[config.mk]
export PLATFORM = sky130hd
export DESIGN_NAME = sr_jk_flop_bank_flat
export DESIGN_NICKNAME = d
export VERILOG_FILES = /design/src/rtl/sr_jk_flop_bank_if.sv /design/src/rtl/sr_jk_flop_bank.sv /design/src/flat_wrapper.sv
export SDC_FILE = /design/constraint.sdc
export NUM_CORES = 1
export LEC_CHECK = 0
export BUFFER_PORTS_ARGS = -buffer_cell sky130_fd_sc_hd__buf_4
export CAP_MARGIN = 25
export CORE_MARGIN = 4
export CORE_UTILIZATION = 47
export CTS_CLUSTER_SIZE = 24
export DETAILED_ROUTE_END_ITERATION = 8
export HOLD_SLACK_MARGIN = 0.02
export PLACE_DENSITY = 0.87
export SETUP_SLACK_MARGIN = 0.2
export SYNTH_ARGS = -nofsm -noshare
export SYNTH_HDL_FRONTEND = slang
export SYNTH_SLANG_ARGS = --single-unit
[constraint.sdc]
create_clock -name clk -period 2.43 [get_ports clk]
set_clock_uncertainty 0.1 [all_clocks]
set_input_delay 0.1215 -clock clk [delete_from_list [all_inputs] [get_ports clk]]
set_output_delay 0.1215 -clock clk [all_outputs]
set_load 0.1 [all_outputs]
[src/rtl/sr_jk_flop_bank_if.sv]
// ---------------------------------------------------------------------------
// sr_jk_flop_bank_if
// Bundles the control inputs and status outputs of sr_jk_flop_bank.
//   en, mode, s, r, clr_err    : driven by the master (user logic / bench)
//   q, qb, conflict,
//   conflict_cnt, err_sticky   : driven by the slave (the flop bank)
// clk and reset are kept as plain ports on the bank itself.
// ---------------------------------------------------------------------------
interface sr_jk_flop_bank_if #(
  parameter int WIDTH = 8,
  parameter int CNT_W = 8
);
  logic             en;
  logic [1:0]       mode;
  logic [WIDTH-1:0] s;
  logic [WIDTH-1:0] r;
  logic             clr_err;
  logic [WIDTH-1:0] q;
  logic [WIDTH-1:0] qb;
  logic             conflict;
  logic [CNT_W-1:0] conflict_cnt;
  logic             err_sticky;

  modport master (
    output en, mode, s, r, clr_err,
    input  q, qb, conflict, conflict_cnt, err_sticky
  );

  modport slave (
    input  en, mode, s, r, clr_err,
    output q, qb, conflict, conflict_cnt, err_sticky
  );
endinterface

[src/rtl/sr_jk_flop_bank.sv]
// ---------------------------------------------------------------------------
// sr_jk_flop_bank
// Bank of WIDTH clocked bistable elements sharing one mode select
// (SR / JK / D / T). SR cycles where any bit sees s=r=1 are flagged as
// protocol errors: a one-cycle conflict pulse, a saturating event counter
// and a sticky error bit.
//
// Ports:
//   clk    : rising-edge clock
//   reset  : synchronous, active-high; loads RESET_VAL, clears error state
//   bus    : sr_jk_flop_bank_if.slave
//     en           update enable (low: q and counter hold)
//     mode         00 SR, 01 JK, 10 D, 11 T
//     s, r         set/J/D/T and reset/K per bit (r unused in D and T)
//     clr_err      clears conflict_cnt and err_sticky
//     q, qb        registered state and its combinational complement
//     conflict     pulse on the cycle after an SR conflict
//     conflict_cnt saturating count of SR conflict cycles
//     err_sticky   set by any SR conflict until reset or clr_err
// ---------------------------------------------------------------------------
module sr_jk_flop_bank #(
  parameter int               WIDTH       = 8,
  parameter int               SR_CONFLICT = 2,
  parameter logic [WIDTH-1:0] RESET_VAL   = {WIDTH{1'b0}},
  parameter int               CNT_W       = 8
) (
  input  logic                clk,
  input  logic                reset,
  sr_jk_flop_bank_if.slave    bus
);

  localparam logic [1:0] MODE_SR = 2'b00;
  localparam logic [1:0] MODE_JK = 2'b01;
  localparam logic [1:0] MODE_D  = 2'b10;
  localparam logic [1:0] MODE_T  = 2'b11;

  localparam logic [CNT_W-1:0] CNT_MAX = {CNT_W{1'b1}};
  localparam logic [CNT_W-1:0] CNT_ONE = {{(CNT_W-1){1'b0}}, 1'b1};

  logic [WIDTH-1:0] q_p1;
  logic             conflict_p1;
  logic [CNT_W-1:0] cnt_p1;
  logic             sticky_p1;

  logic [WIDTH-1:0] q_nxt;
  logic             conflict_evt;

  // Counter increment that sticks at all-ones instead of wrapping.
  function automatic logic [CNT_W-1:0] sat_inc(input logic [CNT_W-1:0] v);
    return (v == CNT_MAX) ? CNT_MAX : v + CNT_ONE;
  endfunction

  // Value taken by bits that see s=r=1 in SR mode.
  function automatic logic [WIDTH-1:0] sr_resolve(input logic [WIDTH-1:0] q);
    case (SR_CONFLICT)
      0:       return q;
      1:       return {WIDTH{1'b1}};
      default: return {WIDTH{1'b0}};
    endcase
  endfunction

  // Stage p0: next-state decode from current q and the sampled inputs.
  always_comb begin
    q_nxt = q_p1;
    case (bus.mode)
      MODE_SR: begin
        // (q | s) & ~r covers hold/set/reset; conflicting bits are
        // then overridden with the resolved value.
        q_nxt = (((q_p1 | bus.s) & ~bus.r) & ~(bus.s & bus.r))
              | (sr_resolve(q_p1) & (bus.s & bus.r));
      end
      MODE_JK: q_nxt = (bus.s & ~q_p1) | (~bus.r & q_p1);
      MODE_D:  q_nxt = bus.s;
      MODE_T:  q_nxt = q_p1 ^ bus.s;
      default: q_nxt = q_p1;
    endcase
  end

  assign conflict_evt = bus.en && (bus.mode == MODE_SR) && (|(bus.s & bus.r));

  // Stage p1: state and error bookkeeping registers.
  always_ff @(posedge clk) begin
    if (reset) begin
      q_p1        <= RESET_VAL;
      conflict_p1 <= 1'b0;
      cnt_p1      <= '0;
      sticky_p1   <= 1'b0;
    end else begin
      if (bus.en) begin
        q_p1 <= q_nxt;
      end
      conflict_p1 <= conflict_evt;
      if (conflict_evt) begin
        // A clear landing with a new event restarts the count at one.
        cnt_p1    <= bus.clr_err ? CNT_ONE : sat_inc(cnt_p1);
        sticky_p1 <= 1'b1;
      end else if (bus.clr_err) begin
        cnt_p1    <= '0;
        sticky_p1 <= 1'b0;
      end
    end
  end

  assign bus.q            = q_p1;
  assign bus.qb           = ~q_p1;
  assign bus.conflict     = conflict_p1;
  assign bus.conflict_cnt = cnt_p1;
  assign bus.err_sticky   = sticky_p1;

endmodule

[src/flat_wrapper.sv]
// flat-port wrapper written by rule: the top's interface ports become plain ports
module sr_jk_flop_bank_flat 
#(
  parameter int               WIDTH       = 8,
  parameter int               SR_CONFLICT = 2,
  parameter logic [WIDTH-1:0] RESET_VAL   = {WIDTH{1'b0}},
  parameter int               CNT_W       = 8
)
  (clk, reset, bus_en, bus_mode, bus_s, bus_r, bus_clr_err, bus_q, bus_qb, bus_conflict, bus_conflict_cnt, bus_err_sticky);
  sr_jk_flop_bank_if #(.WIDTH(WIDTH), .CNT_W(CNT_W)) bus_i ();
  input  logic clk;
  input  logic reset;
  input wire logic [$bits(bus_i.en)-1:0] bus_en;
  input wire logic [$bits(bus_i.mode)-1:0] bus_mode;
  input wire logic [$bits(bus_i.s)-1:0] bus_s;
  input wire logic [$bits(bus_i.r)-1:0] bus_r;
  input wire logic [$bits(bus_i.clr_err)-1:0] bus_clr_err;
  output wire logic [$bits(bus_i.q)-1:0] bus_q;
  output wire logic [$bits(bus_i.qb)-1:0] bus_qb;
  output wire logic [$bits(bus_i.conflict)-1:0] bus_conflict;
  output wire logic [$bits(bus_i.conflict_cnt)-1:0] bus_conflict_cnt;
  output wire logic [$bits(bus_i.err_sticky)-1:0] bus_err_sticky;
  assign bus_i.en = bus_en;
  assign bus_i.mode = bus_mode;
  assign bus_i.s = bus_s;
  assign bus_i.r = bus_r;
  assign bus_i.clr_err = bus_clr_err;
  assign bus_q = bus_i.q;
  assign bus_qb = bus_i.qb;
  assign bus_conflict = bus_i.conflict;
  assign bus_conflict_cnt = bus_i.conflict_cnt;
  assign bus_err_sticky = bus_i.err_sticky;
  sr_jk_flop_bank #(.WIDTH(WIDTH), .SR_CONFLICT(SR_CONFLICT), .RESET_VAL(RESET_VAL), .CNT_W(CNT_W)) u_core (.clk(clk), .reset(reset), .bus(bus_i));
endmodule
==> impl_metrics.toml, run 1 <==
[critical_path]
crit_fanout = 13
r2r_start = "u_core.bus.conflict_cnt[0]"
setup.worst_path.end_class = "register"
path_cells = "dlygate4sd3_1, buf_4, inv_2, nor3_4, o21ai_1, a21oi_1, dlygate4sd3_1"
cp-start-kind = "input pin"
crit_arrival_ns = 2.23
cp_common_cell = "dlygate4sd3_1"
crit_required_ns = 2.57
cp_slowest_cell = "dlygate4sd3_1"
slowest_delay_ns = 0.55
critPathKind = "in -> reg"
reg2reg_depth = 4
crit_path_start = "bus_en"

[route]
routed-wl-met2_um = 1797
detail_route.wl_per_cell_um = 14.68
via_count = 1465
drcViolationCount = 0
drt-total-wl_um = 3670
vias_per_cell = 5.860
wl_met3_um = 309
drtIter0Drc = 73
ant_nets = 0
topRoutingLayerUsed = "met4"
dr.pass1.iters = 4
drt-met1-wl_um = 1517

[clock_tree]
clock_sinks = 18
cts_setup_buffers = 0
tritoncts = "yes"
cts_max_path_buffers = 2
cts_max_level = 1
cts-root-buf = "clkbuf_4"
path_clk_slew_ns = 0.10
clkLatencyLatePin_ns = 0.29
cts_buffers = 3

[cells_and_area]
regArea_um2 = 390.4
fin_util_pct = 74.01
nets = 252
drive_gt1_share_pct = 35.00
syn_to_final_growth_pct = 47.29
fillers = 194
fin_cells = 250
n_antenna_cell = 0
multiInputGateArea_um2 = 864.6

[timing]
drv_slew = 0
fin_tns_setup_ns = 0
whs_ns = 0.03228
maxSlewHeadroom_pct = 72.50
finalHoldViolCount = 0
fmax_ghz = 0.4798
period_minus_slack_ns = 2.084
setup_viol = 0
timing.final.crit_share_pct = 85.77
rsz0062_at_grt = "false"
tightest_slew_ns = 0.4021

[logic_synthesis]
synth_area_per_cell_um2 = 7.590
ys_seq_elements = 18
yosysUniqueCellTypes = 35
synthTopCellsByArea = "dfxtp_1, ha_1, a2111oi_0"
synth_top_cell_area_share_pct = 28.43
syn-num-nets = 198
yosysTopAreaCell = "dfxtp_1"
yosysWarnings = 0
syn-cell-area_um2 = 1267
yosysSeqAreaShare_pct = 28.43
synthCells = 167

[place]
hpwl_um = 2776
dp_cells = 237
port_buffers = 47
gp_congestion = 0.9036

[floorplan]
die_area_um2 = 3592
fp.dieH_um = 59.93
start_util_pct = 50.25
fp-row-count = 18
core_um2 = 2522
fp.dieW_um = 59.93
io-pin-count = 48

[global_route]
overflow = 0
grt_pass1_wl_um = 6161
grt_start_max_net_pins = 18
grt_use_total_pct = 22.09
grt_pass1_vias = 1383
antenna_found_initial = 0

[worst_hold_path]
worstHoldStart = "bus_r[6]"
min_delay_path_depth = 3
hold_class = "in -> reg"

[run]
cap_viol_max_count = 0

[power_and_ir_drop]
total_power_uw = 885.7
p_leak_nw = 0.7347
powerDensity_nw_per_um2 = 474.5
peakVddDrop_mv = 0.4549

[status]
status = "complete, no violations"
[what timing repair did]
action                                 CTS  global route
endpoints found under the hold margin   11             0
hold buffers                             9             0
resized for setup                        0             0
[flip-flops by register name, summed over array words and instances, names as in the netlist]
signal and cells:
u_core.bus.err_sticky 1, u_core.bus.conflict 1, u_core.bus.conflict_cnt 8, u_core.bus.q 8
[cell type report]
class	count	area share [%]
Tap cell	30	2.011
Timing Repair Buffer	57	24.13
Clock buffer	4	1.408
Inverter	18	5.228
Multi-Input combinational cell	123	46.31
Sequential cell	18	20.91
[where the power goes]
group | switching [mW] | internal [mW] | leakage [nW] | total (mW)
clock | 0.0929 | 0.0638 | 0.0150 | 0.157
sequential | 0.0217 | 0.309 | 0.152 | 0.330
combinational | 0.284 | 0.115 | 0.568 | 0.399
total | 0.398 | 0.488 | 0.735 | 0.886
[synthesized netlist by cell type]
| master | n |
|---|---|
| nand3_2 | 1 |
| nor3b_1 | 2 |
| o21ai_1 | 1 |
| mux2i_1 | 1 |
| buf_4 | 1 |
| o211ai_1 | 6 |
| o21bai_1 | 1 |
| a21oi_1 | 8 |
| a2111oi_0 | 8 |
| a221oi_1 | 1 |
| clkbuf_1 | 4 |
| nor2_1 | 15 |
| nand4_1 | 1 |
| nor4_1 | 2 |
| a22oi_1 | 5 |
| a31oi_1 | 2 |
| nor3_1 | 6 |
| or3_1 | 1 |
| inv_1 | 17 |
| a41oi_1 | 3 |
| dfxtp_1 | 18 |
| and3_1 | 1 |
| nor4b_1 | 2 |
| a211oi_1 | 4 |
| nand2_1 | 18 |
| ha_1 | 9 |
| o21a_1 | 8 |
| nand2b_1 | 4 |
| or2_2 | 2 |
| nor3_4 | 1 |
| buf_2 | 3 |
| and2_1 | 1 |
| o21ai_0 | 8 |
| and4_1 | 1 |
| inv_2 | 1 |
[worst max-delay path: cells and delay by family]
family | cells | cell delay (ns)
buffers and inverters | 4 | 1.36
AND/OR/NAND/NOR | 1 | 0.34
AO/OA/AOI/OAI | 2 | 0.41
[kinds of logic after synthesis]
| kind of cell | share of synthesized area [%] |
|---|---|
| flip-flops | 28.43 |
| buffers and inverters | 8.291 |
| multiplexers | 0.7898 |
| AO/OA/AOI/OAI | 30.21 |
| AND/OR/NAND/NOR | 23.40 |
| adder cells (fa/ha/maj) | 8.885 |
[metrics by stage]
step                      instance area [um2]  setup WS [ns]
after floorplan                          1390         0.1404
after global placement                   1750         0.8239
after detailed placement                 1750         0.7997
after CTS                                1867         0.3393
after global routing                     1867         0.2064
final                                    1867         0.3457
[per-layer routing]
metal	track usage [%]	up-vias
met5	0	-
met4	7.595	0
met3	4.320	6
met2	37.19	74
met1	27.89	663
li1	-	722
[layout by cell type (no fill, tap or decap), types with 2 or more instances in the layout]
master and instances:
nor4b_1 2, nor2_1 15, dlygate4sd3_1 9, dfxtp_4 8, o21ai_0 8, dfxtp_1 10, clkinvlp_4 8, a2111oi_0 8
nor4_1 2, a211oi_1 4, o211ai_1 6, or2_2 2, o21a_1 8, a21oi_1 8, buf_4 48, inv_1 9
ha_4 5, nand2_1 18, a41oi_1 3, a22oi_1 5, nand2b_1 4, nor3b_1 2, nor3_1 6, ha_1 4
a31oi_1 2, clkbuf_4 3
[worst paths after layout]
path / endpoint / slack [ns]
worst max-delay path: u_core.bus.err_sticky / 0.35
worst min-delay path: u_core.bus.q[6] / 0.03
worst max register to register: u_core.bus.conflict_cnt[0] / 0.78
worst min register to register: u_core.bus.conflict_cnt[5] / 0.40
Note: power is estimated with default switching activity, not from simulation.
==> inputs of run 2 (changes only) <==
--- a/config.mk
+++ b/config.mk
@@ -8,11 +8,11 @@
 export BUFFER_PORTS_ARGS = -buffer_cell sky130_fd_sc_hd__buf_4
 export CAP_MARGIN = 25
 export CORE_MARGIN = 4
-export CORE_UTILIZATION = 47
+export CORE_UTILIZATION = 52
 export CTS_CLUSTER_SIZE = 24
 export DETAILED_ROUTE_END_ITERATION = 8
 export HOLD_SLACK_MARGIN = 0.02
-export PLACE_DENSITY = 0.87
+export PLACE_DENSITY = 0.94
 export SETUP_SLACK_MARGIN = 0.2
 export SYNTH_ARGS = -nofsm -noshare
 export SYNTH_HDL_FRONTEND = slang
==> impl_metrics.toml, run 2 (synthesis gave the netlist of run 1 again) <==
[clock_tree]
tritoncts = "yes"
cts_max_path_buffers = 2
clkLatencyLatePin_ns = 0.31
clock_sinks = 18
cts_setup_buffers = 0
path_clk_slew_ns = 0.12
cts-root-buf = "clkbuf_4"
cts_buffers = 3
cts_max_level = 1

[critical_path]
worstPathBufferInverterCount = 5
cp-start-kind = "input pin"
slowest_delay_ns = 0.56
crit_arrival_ns = 2.23
critPathKind = "in -> reg"
path_delay_family = "buffers and inverters"
setup.worst_path.end_class = "register"
crit_required_ns = 2.54
cp_slowest_cell = "dlygate4sd3_1"
crit_fanout = 13
path_cells = "dlygate4sd3_1, buf_4, inv_2, nor3_4, buf_4, o21a_1, a2111oi_0, dlygate4sd3_1"

[global_route]
grt_pass1_vias = 1446
grt_start_max_net_pins = 18
antenna_found_initial = 0
grt_pass1_wl_um = 6610
overflow = 0
grt_use_total_pct = 25.45

[timing]
tightest_slew_ns = 0.4649
timing.final.crit_share_pct = 87.20
period_minus_slack_ns = 2.119
finalHoldViolCount = 0
rsz0062_at_grt = "false"
maxSlewHeadroom_pct = 68.21
fmax_ghz = 0.4719
drv_slew = 0
setup_viol = 0
fin_tns_setup_ns = 0

[route]
dr.pass1.iters = 5
drtIter0Drc = 71
detail_route.wl_per_cell_um = 16.06
drcViolationCount = 0
drt-total-wl_um = 4014
ant_nets = 0
vias_per_cell = 6.176
via_count = 1544

[cells_and_area]
fin_cells = 250
fillers = 132
drive_gt1_share_pct = 35.59
n_antenna_cell = 0
nets = 254
final_common_cell = "buf_4"
final_cell_mix = "buf_4, nand2_1, nor2_1, dlygate4sd3_1, dfxtp_1"
syn_to_final_growth_pct = 49.75

[place]
port_buffers = 47
gp_congestion = 0.8246
hpwl_um = 2799
dp_cells = 235

[power_and_ir_drop]
clock_power_share_pct = 21.3
pwr-share-comb_pct = 43.6
netSwitchingFraction_pct = 44.82
seqPwrFrac_pct = 35.1
peakVddDrop_mv = 0.4364
powerDensity_nw_per_um2 = 496.1
internal-power_uw = 519.5
p_sw_uw = 422.1
p_leak_nw = 0.7513

[worst_hold_path]
hold_class = "in -> reg"

[run]
cap_viol_max_count = 0

[floorplan]
fp.dieW_um = 57.37
io-pin-count = 48
fp.dieH_um = 57.37
fp-row-count = 17
core_um2 = 2276
start_util_pct = 55.69
die_area_um2 = 3291

[status]
status = "complete, no violations"
## run 2: cell count changes in the layout (fill, tap and decap cells not counted)
cell           previous run  this run
clkbuf_1                  1         0
clkbuf_8                  0         1
dlygate4sd3_1             9        11
o21ai_1                   1         0
o21ai_2                   0         1
## run 2: path summary, 6_finish.rpt
path / startpoint / to / slack, ns / depth (start not counted)
setup / recovery: bus_en / u_core.bus.q[4] / 0.31 / 8
hold / removal: bus_clr_err / u_core.bus.conflict_cnt[0] / 0.02 / 3
setup reg to reg: u_core.bus.q[4] / u_core.bus.q[4] / 0.33 / 7
hold reg to reg: u_core.bus.conflict_cnt[5] / u_core.bus.conflict_cnt[5] / 0.40 / 2
## run 2: layout make-up
class                           count  area, um2  share of cell area (%)
Clock buffer                        4      36.28                   1.912
Inverter                           18      97.59                   5.142
Multi-Input combinational cell    123      868.3                   45.75
Sequential cell                    18      390.4                   20.57
Tap cell                           28      35.03                   1.846
Timing Repair Buffer               59      470.5                   24.79
## run 2: timing repair
| action | in CTS | in global routing |
|---|---|---|
| gates resized for setup | 0 | 1 |
| hold endpoints to repair | 11 | 0 |
| hold buffers | 11 | 0 |
| endpoints found under the setup margin | 0 | 2 |
## run 2: worst reg2reg max path, delay by kind of cell, from the launching register on
kind / cells / cell delay (ns)
adder cells (fa/ha/maj): 1 / 0.27
AND/OR/NAND/NOR: 1 / 0.05
buffers and inverters: 2 / 0.67
flip-flops: 1 / 0.40
AO/OA/AOI/OAI: 3 / 0.55
## run 2: routing by layer
metal	GRT usage (%)	share of wire [%]	up-vias
li1	-	-	727
met1	30.41	40	706
met2	44.03	50	98
met3	5.656	7.9	13
met4	9.603	2.3	0
met5	0	0	-
## run 2: per-stage QoR
step | instance area, um2 | utilization, % | worst slack [ns] | total power, mW | hold WS (ns)
2_1_floorplan | 1390 | - | 0.1404 | 0.6238 | 0.1006
6_report | 1898 | 83.40 | 0.3110 | 0.9416 | 0.02038
4_1_cts | 1894 | 83.23 | 0.3263 | 0.9303 | 0.02187
5_1_grt | 1898 | 83.40 | 0.2097 | 0.9837 | 0.04182
3_5_place_dp | 1748 | 76.80 | 0.8000 | 0.7255 | 0.2888
3_3_place_gp | 1748 | 76.80 | 0.8865 | 0.7106 | 0.2805
## run 2: power by group through the flow
stage / clock network, mW / logic (mW) / registers (mW)
after detailed placement: 0 / 0.389 / 0.336
after global placement: 0 / 0.375 / 0.336
after global routing: 0.217 / 0.434 / 0.333
final: 0.201 / 0.410 / 0.330
after floorplan: 0 / 0.190 / 0.433
after CTS: 0.197 / 0.404 / 0.330
